### src/rtl/err_watchdog.sv
// Simulation watchdog: flags unit errors, retirement hangs and commit-after-halt
// as one sticky registered err plus cause. Define WDOG_STATS_EN to build cycle/retire counters.
module err_watchdog #(
    parameter int TIMEOUT = 1024,
    parameter int ERR_W   = 4,
    parameter int CNT_W   = 32
) (
    input  logic             clk,
    input  logic             rst,
    input  logic             commit,
    input  logic             halt,
    input  logic [ERR_W-1:0] err_in,
    output logic             err,
    output logic [2:0]       err_code,
    output logic [ERR_W-1:0] err_unit,
    output logic             done,
    output logic [CNT_W-1:0] cyc_cnt,
    output logic [CNT_W-1:0] ret_cnt
);

    localparam int IDLE_W = (TIMEOUT > 2) ? $clog2(TIMEOUT) : 1;
    localparam logic [IDLE_W-1:0] IDLE_LAST = IDLE_W'(TIMEOUT - 1);

    localparam logic [2:0] CODE_NONE  = 3'd0;
    localparam logic [2:0] CODE_UNIT  = 3'd1;
    localparam logic [2:0] CODE_HANG  = 3'd2;
    localparam logic [2:0] CODE_AHALT = 3'd3;

    typedef enum logic [1:0] {
        ST_RUN    = 2'd0,
        ST_HALTED = 2'd1,
        ST_ERROR  = 2'd2
    } state_t;

    state_t            state_r, state_s;
    logic              err_s;
    logic [2:0]        code_s;
    logic [ERR_W-1:0]  unit_s;
    logic              done_s;
    logic [IDLE_W-1:0] idle_r, idle_s;

    // Next-state and next-output decode; the first cause to arrive wins.
    always_comb begin
        state_s = state_r;
        err_s   = err;
        code_s  = err_code;
        unit_s  = err_unit;
        done_s  = done;
        idle_s  = idle_r;
        case (state_r)
            ST_RUN: begin
                if (err_in != {ERR_W{1'b0}}) begin
                    state_s = ST_ERROR;
                    err_s   = 1'b1;
                    code_s  = CODE_UNIT;
                    unit_s  = err_in;
                end else if (halt) begin
                    state_s = ST_HALTED;
                    done_s  = 1'b1;
                end else if (commit) begin
                    idle_s = {IDLE_W{1'b0}};
                end else if (idle_r == IDLE_LAST) begin
                    // idle stops here, so it saturates rather than wrapping
                    state_s = ST_ERROR;
                    err_s   = 1'b1;
                    code_s  = CODE_HANG;
                end else begin
                    idle_s = idle_r + IDLE_W'(1);
                end
            end
            ST_HALTED: begin
                if (commit) begin
                    state_s = ST_ERROR;
                    err_s   = 1'b1;
                    code_s  = CODE_AHALT;
                    done_s  = 1'b0;
                end else begin
                    state_s = ST_HALTED;
                end
            end
            ST_ERROR: begin
                state_s = ST_ERROR;
            end
            default: begin
                state_s = ST_ERROR;
                err_s   = 1'b1;
            end
        endcase
    end

    // State and status registers.
    always_ff @(posedge clk or posedge rst) begin
        if (rst) begin
            state_r  <= ST_RUN;
            err      <= 1'b0;
            err_code <= CODE_NONE;
            err_unit <= {ERR_W{1'b0}};
            done     <= 1'b0;
            idle_r   <= {IDLE_W{1'b0}};
        end else begin
            state_r  <= state_s;
            err      <= err_s;
            err_code <= code_s;
            err_unit <= unit_s;
            done     <= done_s;
            idle_r   <= idle_s;
        end
    end

`ifdef WDOG_STATS_EN
    logic [CNT_W-1:0] cyc_r;
    logic [CNT_W-1:0] ret_r;

    // Statistics: every RUN cycle counts; retirement counts unless a unit error preempts it.
    always_ff @(posedge clk or posedge rst) begin
        if (rst) begin
            cyc_r <= {CNT_W{1'b0}};
            ret_r <= {CNT_W{1'b0}};
        end else if (state_r == ST_RUN) begin
            cyc_r <= cyc_r + CNT_W'(1);
            if (commit && (err_in == {ERR_W{1'b0}})) begin
                ret_r <= ret_r + CNT_W'(1);
            end else begin
                ret_r <= ret_r;
            end
        end else begin
            cyc_r <= cyc_r;
            ret_r <= ret_r;
        end
    end

    assign cyc_cnt = cyc_r;
    assign ret_cnt = ret_r;
`else
    assign cyc_cnt = {CNT_W{1'b0}};
    assign ret_cnt = {CNT_W{1'b0}};
`endif

endmodule

### config.mk
export PLATFORM = sky130hd
export DESIGN_NAME = err_watchdog
export DESIGN_NICKNAME = d
export VERILOG_FILES = /design/src/rtl/err_watchdog.sv
export SDC_FILE = /design/constraint.sdc
export NUM_CORES = 1
export LEC_CHECK = 0
export ABC_AREA = 1
export CAP_MARGIN = 5
export CORE_MARGIN = 8
export CORE_UTILIZATION = 35
export CTS_BUF_LIST = sky130_fd_sc_hd__clkbuf_4 sky130_fd_sc_hd__clkbuf_8
export CTS_CLUSTER_DIAMETER = 40
export CTS_CLUSTER_SIZE = 20
export DETAILED_ROUTE_END_ITERATION = 8
export PLACE_DENSITY = 0.79
export SYNTH_ARGS = -nofsm -noshare
export SYNTH_HDL_FRONTEND = slang
export SYNTH_SLANG_ARGS = --single-unit
### constraint.sdc
create_clock -name clk -period 1.83 [get_ports clk]
set_input_delay 0.366 -clock clk [delete_from_list [all_inputs] [get_ports clk]]
set_output_delay 0.366 -clock clk [all_outputs]
set_load 0.01 [all_outputs]
==> flow_metrics.tcl <==
set metrics [dict create \
    cts_sinks 20 \
    rrSetupSlack_ns 0.29 \
    worst-r2r-cell-count 8 \
    critPathRequiredTime_ns 1.96 \
    clk_latency_ns 0.26 \
    port_buffers 15 \
    critPathCaptureType "flip-flop" \
    ant_nets 0 \
    syn_avg_cell_area_um2 7.71 \
    fp.dieH_um 83.4 \
    antenna_found_initial 0 \
    setup_viol 0 \
    holdBufCountCts 0 \
    drtPass1Iterations 4 \
    num-fill-cells 445 \
    rsz0062_at_grt "false" \
    finalCoreUtilization_pct 37.6 \
    vdd_ir_drop_max_mv 0.211 \
    ys_ff_latch 20 \
    syn2layout_area_growth_pct 2.91 \
    n_antenna_cell 0 \
    start_util_pct 36.5 \
    grt_pass1_vias 1208 \
    drive_gt1_share_pct 11.1 \
    cts_tree "yes" \
    worstSetupStartpointType "flip-flop" \
    crit_top_cell "nand2_2" \
    clk_pin_slew_worst_paths_ns 0.08 \
    multi_input_area_um2 763 \
    routedWlPerCell_um 10.6 \
    worstPathMaxFanout 15 \
    clk_path_buf_depth 2 \
    max-cap-violations 0 \
    cts.htree.levels 1 \
    max_freq_mhz 650 \
    drt_iter0_markers 73 \
    grt_max_degree 21 \
    finalSetupTns_ns 0 \
    synth_cells 206 \
    ys_seq_area_share_pct 31.5 \
    cp_slowest_cell "dfrtp_1" \
    ctsResizeCount 0 \
    leakage_uw 0.000874 \
    whs_ns 0.426 \
    final_cell_mix "65 x conb_1, 46 x nand2_1, 20 x dfrtp_1" \
    wirelength_mm 2.94 \
    maxSlewViolCount 0 \
    ios 81 \
    post_cts_buffers 0 \
    regToRegStartpoint "idle_r[1]" \
    vias_per_cell 4.03 \
    outcome "completed" \
    finalCriticalPeriod_ns 1.54 \
    overflow 0 \
    synth_area_um2 1590 \
    path_class "flip-flop to flip-flop" \
    cp-startpoint "idle_r[1]" \
    route.vias.total 1117 \
    core.rowCount 24 \
    grt_first_pass_wirelength_mm 5.18 \
    crit_chain "ha_1 > nand2_2 > nor2_4 > nand3_2 > nand2_2 > nand2_4 > inv_4 > o21ai_0" \
    synthFlopType "dfrtp_1" \
    layout_commonest_cell "conb_1" \
    synth-edff-count 0 \
    ys_types 25 \
    clock_skew_ns 0.00355 \
    cts-buffers-inserted 3 \
    cts_root_buffer "clkbuf_8" \
    power_density_nw_per_um2 607 \
    die_area_um2 6950 \
    die_w_um 83.4 \
    hold_viol_final 0 \
    cp.arrival_ns 1.67 \
    drc 0 \
    core_um2 4350 \
    reg2reg_to "idle_r[5]" \
    gp_congestion 0.795 \
    grt_usage_pct 8.62 \
    cp_slowest_stage_delay_ns 0.39 \
    synth-async-reset-ratio_pct 100 \
    register_area_um2 500 \
    min_path_type "input port to asynchronous set/reset pin" \
    fin_crit_sh_pct 84.0 \
    dp_hpwl_mm 2.42 \
    fin_nets 235 \
    yosys_warnings 0 \
]
registers in the layout, indices dropped and copies added, names as in the netlist:
signal / count
idle_r: 10
done: 1
state_r: 2
err: 1
err_unit: 4
err_code: 2
worst max-delay path by stage:
stage	endpoint	slack, ns	cells past startpoint
6_report	idle_r[5]	0.29	8
5_1_grt	idle_r[7]	0.12	9
4_1_cts	idle_r[5]	0.28	8
3_5_place_dp	idle_r[5]	0.08	8
3_3_place_gp	idle_r[7]	0.15	9
2_1_floorplan	idle_r[4]	0.39	10
cell type report:
class | instances | area share (%)
Sequential cell | 20 | 30.6
Clock buffer | 3 | 2.52
Timing Repair Buffer | 18 | 10.6
Multi-Input combinational cell | 167 | 46.7
Inverter | 16 | 3.83
Clock inverter | 1 | 1.84
Tap cell | 52 | 3.98
power breakdown:
group	internal, uW	leakage, uW	switching [uW]	total [uW]
Clock	292	0.0000357	147	439
Sequential	444	0.000258	1.13	445
Combinational	21.7	0.000580	86.4	108
cell families (layout without fill, tap and decap cells):
kind of cell               after synthesis  after routing  share of synthesized area, %
AOI/OAI and AO/OA                       14             14                          5.91
buffers and inverters                   83             38                          35.6
DFF                                     20             20                          31.5
other                                    1             65                         0.236
and+or+nand+nor                         87             87                          26.0
adders and majority gates                1              1                         0.787
per-layer routing:
metal / track usage (%) / part of all wire [%]
met1: 9.05 / 41
met2: 14.4 / 48
met3: 3.03 / 8.2
met4: 5.43 / 2.3
met5: 0 / 0
worst max-delay path: cells and delay by family, from the launching register on:
family	cells	cell delay, ns
adders and majority gates	1	0.19
buffers and inverters	1	0.14
and+or+nand+nor	5	0.55
AOI/OAI and AO/OA	1	0.12
DFF	1	0.39
per-stage QoR:
stage               power, uW  area (um^2)  instances  setup slack [ns]
floorplan                 630         1830        270             0.392
global placement          556         1560        273             0.151
detailed placement        556         1560        273            0.0751
CTS                      1000         1640        277             0.282
global route             1040         1640        277             0.121
finish                    992         1640        277             0.292
cell usage after synthesis, types with 2 or more instances:
library cell / instances / area (um^2)
a21oi_1: 2 / 10.0
o21ai_0: 5 / 25.0
buf_4: 65 / 488
a21o_2: 2 / 17.5
o21ai_2: 3 / 26.3
nor2_1: 7 / 26.3
nor2_2: 2 / 12.5
nand3_1: 15 / 75.1
dfrtp_1: 20 / 500
nor2_4: 2 / 22.5
nand4_1: 6 / 37.5
or2_2: 3 / 18.8
nand2_2: 3 / 18.8
inv_1: 15 / 56.3
nand2_1: 46 / 173
Power figures use the tool's default switching activity.
